==> src/rtl/mem_arbiter_pkg.sv <==
// Shared constants for the CHIP-8 RAM arbiter: default geometry, owner codes and FSM states.
package mem_arbiter_pkg;

  localparam int DEF_ADDR_W  = 12;
  localparam int DEF_DATA_W  = 8;
  localparam int DEF_FB_BASE = 'h100;
  localparam int DEF_FB_SIZE = 'h100;

  // Owner codes double as bit indices into the request vector.
  localparam logic [1:0] OWN_DISP = 2'd0;
  localparam logic [1:0] OWN_CPU  = 2'd1;
  localparam logic [1:0] OWN_GPU  = 2'd2;

  localparam logic [1:0] ST_IDLE  = 2'd0;
  localparam logic [1:0] ST_ISSUE = 2'd1;
  localparam logic [1:0] ST_RESP  = 2'd2;

endpackage

==> src/rtl/mem_arb_pick.sv <==
// Winner selection: scanout has absolute priority, CPU/GPU share by 2-way round-robin.
module mem_arb_pick
  import mem_arbiter_pkg::*;
(
  input  logic [2:0] req,
  input  logic [1:0] rr_last,
  output logic       grant,
  output logic [1:0] winner
);

  always_comb begin
    grant  = |req;
    winner = OWN_DISP;
    if (req[OWN_DISP]) begin
      winner = OWN_DISP;
    end else if (req[OWN_CPU] && req[OWN_GPU]) begin
      winner = (rr_last == OWN_CPU) ? OWN_GPU : OWN_CPU;
    end else if (req[OWN_CPU]) begin
      winner = OWN_CPU;
    end else if (req[OWN_GPU]) begin
      winner = OWN_GPU;
    end
  end

endmodule

==> src/rtl/mem_arbiter.sv <==
// Single-port RAM arbiter for scanout, CPU and GPU; one access in flight, fixed 3-cycle turn.
//
// state    | meaning
// ST_IDLE  | sample requests, latch winner
// ST_ISSUE | drive RAM strobe from the latched request
// ST_RESP  | pulse owner ack, pass RAM data through
module mem_arbiter
  import mem_arbiter_pkg::*;
#(
  parameter int ADDR_W  = DEF_ADDR_W,
  parameter int DATA_W  = DEF_DATA_W,
  parameter int FB_BASE = DEF_FB_BASE,
  parameter int FB_SIZE = DEF_FB_SIZE
) (
  input  logic              clk,
  input  logic              rst,
  input  logic              disp_req,
  input  logic [ADDR_W-1:0] disp_addr,
  output logic              disp_ack,
  output logic [DATA_W-1:0] disp_rdata,
  input  logic              cpu_req,
  input  logic              cpu_we,
  input  logic [ADDR_W-1:0] cpu_addr,
  input  logic [DATA_W-1:0] cpu_wdata,
  output logic              cpu_ack,
  output logic [DATA_W-1:0] cpu_rdata,
  output logic              cpu_fault,
  input  logic              gpu_req,
  input  logic              gpu_we,
  input  logic [ADDR_W-1:0] gpu_addr,
  input  logic [DATA_W-1:0] gpu_wdata,
  output logic              gpu_ack,
  output logic [DATA_W-1:0] gpu_rdata,
  output logic              mem_en,
  output logic              mem_we,
  output logic [ADDR_W-1:0] mem_addr,
  output logic [DATA_W-1:0] mem_wdata,
  input  logic [DATA_W-1:0] mem_rdata,
  output logic              busy
);

  // Extra MSB keeps FB_BASE+FB_SIZE from wrapping at the top of the map.
  localparam logic [ADDR_W:0] FB_LO  = (ADDR_W+1)'(FB_BASE);
  localparam logic [ADDR_W:0] FB_END = (ADDR_W+1)'(FB_BASE + FB_SIZE);

  logic [1:0]        state;
  logic [1:0]        rr_last;
  logic [1:0]        lat_own;
  logic              lat_we;
  logic [ADDR_W-1:0] lat_addr;
  logic [DATA_W-1:0] lat_wdata;

  logic              grant;
  logic [1:0]        winner;
  logic              sel_we;
  logic [ADDR_W-1:0] sel_addr;
  logic [DATA_W-1:0] sel_wdata;
  logic              protect;
  logic              resp;

  mem_arb_pick u_pick (
    .req     ({gpu_req, cpu_req, disp_req}),
    .rr_last (rr_last),
    .grant   (grant),
    .winner  (winner)
  );

  always_comb begin
    sel_we    = 1'b0;
    sel_addr  = disp_addr;
    sel_wdata = '0;
    case (winner)
      OWN_CPU: begin
        sel_we    = cpu_we;
        sel_addr  = cpu_addr;
        sel_wdata = cpu_wdata;
      end
      OWN_GPU: begin
        sel_we    = gpu_we;
        sel_addr  = gpu_addr;
        sel_wdata = gpu_wdata;
      end
      default: ;
    endcase
  end

  assign protect = (lat_own == OWN_CPU) && lat_we &&
                   ({1'b0, lat_addr} >= FB_LO) && ({1'b0, lat_addr} < FB_END);

  always_ff @(posedge clk or posedge rst) begin
    if (rst) begin
      state     <= ST_IDLE;
      rr_last   <= OWN_GPU;
      lat_own   <= OWN_DISP;
      lat_we    <= 1'b0;
      lat_addr  <= '0;
      lat_wdata <= '0;
      cpu_fault <= 1'b0;
    end else begin
      case (state)
        ST_IDLE: begin
          if (grant) begin
            lat_own   <= winner;
            lat_we    <= sel_we;
            lat_addr  <= sel_addr;
            lat_wdata <= sel_wdata;
            if (winner != OWN_DISP) rr_last <= winner;
            state     <= ST_ISSUE;
          end
        end
        ST_ISSUE: state <= ST_RESP;
        ST_RESP: begin
          if (protect) cpu_fault <= 1'b1;
          state <= ST_IDLE;
        end
        default: state <= ST_IDLE;
      endcase
    end
  end

  assign busy      = (state != ST_IDLE);
  assign mem_en    = (state == ST_ISSUE);
  assign mem_we    = mem_en && lat_we && !protect;
  assign mem_addr  = lat_addr;
  assign mem_wdata = lat_wdata;

  assign resp       = (state == ST_RESP);
  assign disp_ack   = resp && (lat_own == OWN_DISP);
  assign cpu_ack    = resp && (lat_own == OWN_CPU);
  assign gpu_ack    = resp && (lat_own == OWN_GPU);
  assign disp_rdata = disp_ack ? mem_rdata : '0;
  assign cpu_rdata  = cpu_ack  ? mem_rdata : '0;
  assign gpu_rdata  = gpu_ack  ? mem_rdata : '0;

endmodule

==> config.mk <==
export PLATFORM = sky130hd
export DESIGN_NAME = mem_arbiter
export DESIGN_NICKNAME = d
export VERILOG_FILES = /design/src/rtl/mem_arbiter_pkg.sv /design/src/rtl/mem_arb_pick.sv /design/src/rtl/mem_arbiter.sv
export SDC_FILE = /design/constraint.sdc
export NUM_CORES = 1
export LEC_CHECK = 0
export CORE_ASPECT_RATIO = 1.2
export CORE_MARGIN = 4
export CORE_UTILIZATION = 32
export CTS_BUF_LIST = sky130_fd_sc_hd__clkbuf_4 sky130_fd_sc_hd__clkbuf_8 sky130_fd_sc_hd__clkbuf_16
export DETAILED_ROUTE_END_ITERATION = 16
export PLACE_DENSITY = 0.83
export SYNTH_ARGS = -nofsm -noshare
export SYNTH_HDL_FRONTEND = slang
export SYNTH_SLANG_ARGS = --single-unit
==> constraint.sdc <==
create_clock -name clk -period 2 [get_ports clk]
set_clock_uncertainty 0.15 [all_clocks]
set_input_delay 0.5 -clock clk [delete_from_list [all_inputs] [get_ports clk]]
set_output_delay 0.5 -clock clk [all_outputs]
set_load 0.005 [all_outputs]
Word level (Yosys, flattened, before mapping)
Index checks and enable logic that the tools add are counted.
{"block": "word_totals", "input_bits": 67, "out_inout_bits": 51, "elab_cells": 48, "register_bits": 28}
{"block": "classes", "mux": 13, "n_lt_le_gt_ge": 2, "eq_ne": 8, "n_reduce_logical": 18}
{"operator": "8-bit 2-to-1 mux", "n": 3}
{"operator": "12-bit case mux with 2 select lines", "n": 1}
{"operator": "8-bit case mux with 2 select lines", "n": 1}
{"operator": "12-bit by 9-bit greater-or-equal comparator with 1-bit output, second input constant", "n": 1}
{"operator": "12-bit by 10-bit less-than comparator with 1-bit output, second input constant", "n": 1}
{"operator": "2-bit 2-to-1 mux", "n": 6}
{"operator": "1-bit logical AND", "n": 9}
{"operator": "2-bit by 1-bit == test with 1-bit output, second input constant", "n": 4}
{"operator": "2-bit == test, second input constant", "n": 3}
{"operator": "2-bit zero test", "n": 2}
{"operator": "2-bit case mux with 2 select lines", "n": 1}
{"operator": "2-bit AND reduction", "n": 2}
{"operator": "2-bit nonzero test", "n": 2}
{"operator": "3-bit AND reduction", "n": 1}
{"operator": "3-bit OR reduction", "n": 1}
{"operator": "2-bit != test, second input constant", "n": 1}
{"operator": "1-bit case mux with 2 select lines", "n": 1}
{"operator": "1-bit zero test", "n": 1}

Depth between registers and ports, before layout
{"block": "logic_depth", "word_depth": 6, "ltp_mapped": 7}

Cells and area by module
From an unflattened synthesis, not the netlist that was laid out.
{"block": "unflattened", "cells_unflattened": 174, "hier_area_um2": 1652.8}
{"mod": "mem_arbiter", "area_per_inst_um2": 1612.8, "n_inst": 1, "cells_per_inst": 167}
{"mod": "mem_arb_pick", "area_per_inst_um2": 40.0, "n_inst": 1, "cells_per_inst": 7}

Worst setup path after synthesis
Ideal clock, no wire load.
{"block": "synth_timing", "path_kind": "input to register", "start": "input disp_req", "end": "register lat_addr[0], in the netlist mem_addr[0]", "path_buffers": 1, "setup_ps": 95, "stages": 7, "path_slack_ps": -70, "t_arrival_ps": 1824, "cell_sequence": "nand2b_1 a21oi_1 inv_1 ha_1 clkbuf_1 a221oi_1 o31ai_1"}
{"block": "synth_via", "elab_chain_cells": 3, "word_cells_on_any_way": 6, "cone_classes": "eq/ne (2); mux (2); reduce/logical (2)"}
{"item": "from (decl)", "line_no": "mem_arbiter.sv:17", "text": "input logic disp_req,"}
{"item": "2-bit 2-to-1 mux *", "line_no": "mem_arb_pick.sv:14", "text": "if (req[OWN_DISP]) begin"}
{"item": "via u_pick.winner[1]", "line_no": "mem_arb_pick.sv:8", "text": "output logic [1:0] winner"}
{"item": "2-bit == test / 2-bit by 1-bit == test with 1-bit output (equally long branches)", "line_no": "mem_arbiter.sv:72", "text": "case (winner)"}
{"item": "12-bit case mux with 2 select lines *", "line_no": "mem_arbiter.sv:72"}
{"item": "to (signal assigned)", "line_no": "mem_arbiter.sv:105", "text": "lat_addr <= sel_addr;"}
{"item": "to (decl)", "line_no": "mem_arbiter.sv:50", "text": "logic [ADDR_W-1:0] lat_addr;"}
Mark *: on every way through the listed nets, which the timed path passes. The rest lies on a longest branch.
A chain may end at the register's enable or synchronous reset.

Worst setup path in the final report
{"block": "layout_timing", "start": "register state[0]", "end": "output gpu_rdata[6]"}
{"block": "layout_via", "elab_chain_cells": 3}
{"item": "from (decl)", "line_no": "mem_arbiter.sv:46", "text": "logic [1:0] state;"}
{"item": "from (signal assigned)", "line_no": "mem_arbiter.sv:92", "text": "state <= ST_IDLE;"}
{"item": "from (signal assigned)", "line_no": "mem_arbiter.sv:108", "text": "state <= ST_ISSUE;"}
{"item": "from (signal assigned)", "line_no": "mem_arbiter.sv:111", "text": "ST_ISSUE: state <= ST_RESP;"}
{"item": "2-bit == test", "line_no": "mem_arbiter.sv:127", "text": "assign resp = (state == ST_RESP);"}
{"item": "1-bit logical AND", "line_no": "mem_arbiter.sv:130", "text": "assign gpu_ack = resp && (lat_own == OWN_GPU);"}
{"item": "8-bit 2-to-1 mux", "line_no": "mem_arbiter.sv:133", "text": "assign gpu_rdata = gpu_ack ? mem_rdata : '0;"}
{"item": "to (decl)", "line_no": "mem_arbiter.sv:33", "text": "output logic [DATA_W-1:0] gpu_rdata,"}
Every way passes these cells.

==> impl_metrics.tcl <==
set metrics [dict create \
    grt_usage_pct 25.97 \
    synth_cells 177 \
    grt_overflow 0 \
    crit_required_ps 1350 \
    rsz0062_at_grt "yes" \
    p_clk_share_pct 9.3 \
    drt_iter0_drc 159 \
    setup_violations 56 \
    synth_fp_nets 247 \
    synth.avg_cell_area_um2 9.607 \
    vias_per_cell 5.900 \
    clkTransAtPathRegs_ps 110 \
    clock-sinks 28 \
    route.met3.wl_um 775 \
    drive_gt1_share_pct 50.44 \
    fillerInstances 250 \
    grt_pass1_vias 2469 \
    intPower_mw 3.122 \
    core_um2 5045 \
    arrival_ps 1840 \
    worst_slack_ps -486.5 \
    cp_cell_sequence "buf_6, nor4bb_4, buf_4, buf_6, buf_6, and2_4, buf_6" \
    maxUsedRoutingLayer "met4" \
    worstPathMaxFanout 3 \
    cts_buffers 3 \
    cp_slowest_cell "dfrtp_1" \
    synthFlopType "dfrtp_1" \
    yosysTopAreaCell "dfrtp_1" \
    swShare_pct 38.00 \
    power_density_nw_per_um2 1211 \
    cp-start-kind "flop" \
    cap_violations 0 \
    combPwrFrac_pct 71.7 \
    end_kind "output port" \
    syn_to_final_growth_pct 144.5 \
    cts-root-buf "clkbuf_8" \
    fmax_mhz 402.2 \
    totalWireLength_mm 9.910 \
    initial_utilization_pct 33.71 \
    cpPeakStageDelay_ps 430 \
    gp_congestion 0.7428 \
    grt_max_degree 29 \
    p_sw_mw 1.913 \
    antenna_cells 0 \
    dieArea_um2 6549 \
    ir_drop_mv 0.7946 \
    yosys-top-cells-count "dfrtp_1, o21ai_0, o31ai_1" \
    pin_count 118 \
    vias 2366 \
    fin_cells 401 \
    htreeDepth 1 \
    cpMostUsedCell "buf_6" \
    synth_most_common_cell "dfrtp_1" \
    clkLatencyLatePin_ps 290 \
    worstSetupPathType "reg -> out" \
    period_share_pct 124.3 \
    fin_nets 412 \
    async_flop_share_pct 100.0 \
    utilization_pct 82.42 \
    p_seq_share_pct 19.0 \
    ant_nets 0 \
    die_w_um 74.55 \
    rows 28 \
    path_buf_inv 5 \
    syn_area_um2 1700 \
    ys_ff_latch 28 \
    dr_wl_met2_mm 5.002 \
    synth_area_leaders "dfrtp_1, o31ai_1, and2_1" \
    tns_ps -16030 \
    worst_pin_slew_ps 455.2 \
    post-route-min-period_ps 2486 \
    avgRoutedWirePerCell_um 24.71 \
    yosysWarnings 0 \
    synth-edff-count 0 \
    firstDrtPassIters 6 \
    yosysUniqueCellTypes 31 \
    maxSlewHeadroom_pct 69.66 \
    yosysSeqAreaShare_pct 41.28 \
    die_h_um 87.85 \
    placed_cells 361 \
    drc 0 \
    port_buffers 117 \
    ctsHoldBuffers 0 \
    clk_path_buf_depth 2 \
    status "finished with violations" \
    grt_pass1_wl_mm 12.70 \
    antenna_found_initial 0 \
    wl_met1_mm 3.491 \
    crit_family "buffers and inverters" \
    min_path_type "reg -> reg" \
    dp_hpwl_mm 4.903 \
    violations "setup timing" \
    hold_viol_final 0 \
    p_leak_nw 1.789 \
    synth_top_area_share_pct 39.74 \
    cts_tree "done" \
    slew_viol_final 0 \
]
[registers in the layout, indices dropped and copies added (netlist names)]
register   cells
mem_addr      12
mem_wdata      8
lat_own        2
rr_last        2
state          2
cpu_fault      1
lat_we         1
[area by class of cell]
cell class                      count  area, µm²  area share (%)
Sequential cell                    28      701.9           16.88
Clock buffer                        3      41.29          0.9931
Inverter                            4      15.01          0.3611
Tap cell                           60      75.07           1.806
Multi-Input combinational cell    126       1429           34.37
Timing Repair Buffer              179       1866           44.87
Clock inverter                      1      30.03          0.7222
[cell families (layout without fill, tap and decap cells)]
family | Yosys count | after routing | share of synthesized area [%]
and+or+nand+nor | 52 | 52 | 20.16
adders and majority gates | 3 | 3 | 2.208
muxes | 3 | 3 | 1.987
buffers and inverters | 23 | 187 | 6.474
DFF | 28 | 28 | 41.28
AOI/OAI and AO/OA | 68 | 68 | 27.89
[per-stage QoR]
| step | cell area (µm²) | power, mW | setup WS (ps) | hold WS [ps] |
|---|---|---|---|---|
| 3_3_place_gp | 3088 | 2.633 | -423.1 | 298.4 |
| 2_1_floorplan | 1707 | 1.695 | 38.82 | 316.3 |
| 4_1_cts | 3852 | 4.355 | -312.9 | 328.1 |
| 5_1_grt | 4158 | 5.233 | -584.8 | 402.6 |
| 3_5_place_dp | 3088 | 2.681 | -521.7 | 304.5 |
| 6_report | 4158 | 5.035 | -486.5 | 382.1 |
[worst reg2reg max path: stages (launching register included)]
cell     delay, ps
dfrtp_1        430
buf_6          150
buf_4          140
buf_4          130
buf_6          110
or2_4          290
buf_12         140
buf_6          110
or3_4          350
mux2_2         290
[power groups by stage]
stage	clock network [mW]	logic, mW	registers (mW)
after floorplan	0	0.778	0.917
after global placement	0	1.72	0.910
after detailed placement	0	1.77	0.916
after CTS	0.460	2.98	0.913
after global routing	0.493	3.76	0.977
final	0.466	3.61	0.959
[what timing repair did]
action	in CTS	in global routing
gates cloned	6	0
endpoints found under the hold margin	0	0
setup buffers	26	5
pin swaps	31	7
resized for setup	244	59
endpoints found under the setup margin	53	56
[layer usage]
metal	vias to the layer above	track usage, %
li1	990	-
met1	1168	25.85
met2	153	47.08
met3	55	7.463
met4	0	14.89
met5	-	0
[worst paths after layout]
check                           cells past startpoint  slack [ps]            to       from
worst min register to register                      1         380     cpu_fault  cpu_fault
worst max-delay path                                7        -490  gpu_rdata[6]   state[0]
worst min-delay path                                1         380     cpu_fault  cpu_fault
worst max register to register                      9        -390    rr_last[0]   state[0]
min in group asynchronous                           3         390  mem_wdata[6]        rst
max in group asynchronous                           3        1070    rr_last[1]        rst
[layout by cell type, fill, tap and decap left out, types with 7 or more instances in the layout]
cell,n
buf_12,7
buf_6,44
buf_4,29
and3_4,8
o31ai_4,21
and2_4,12
clkdlybuf4s50_1,83
o21ai_1,12
buf_2,8
dfrtp_1,27
a22oi_1,9
Note: power is estimated with default switching activity, not from simulation.
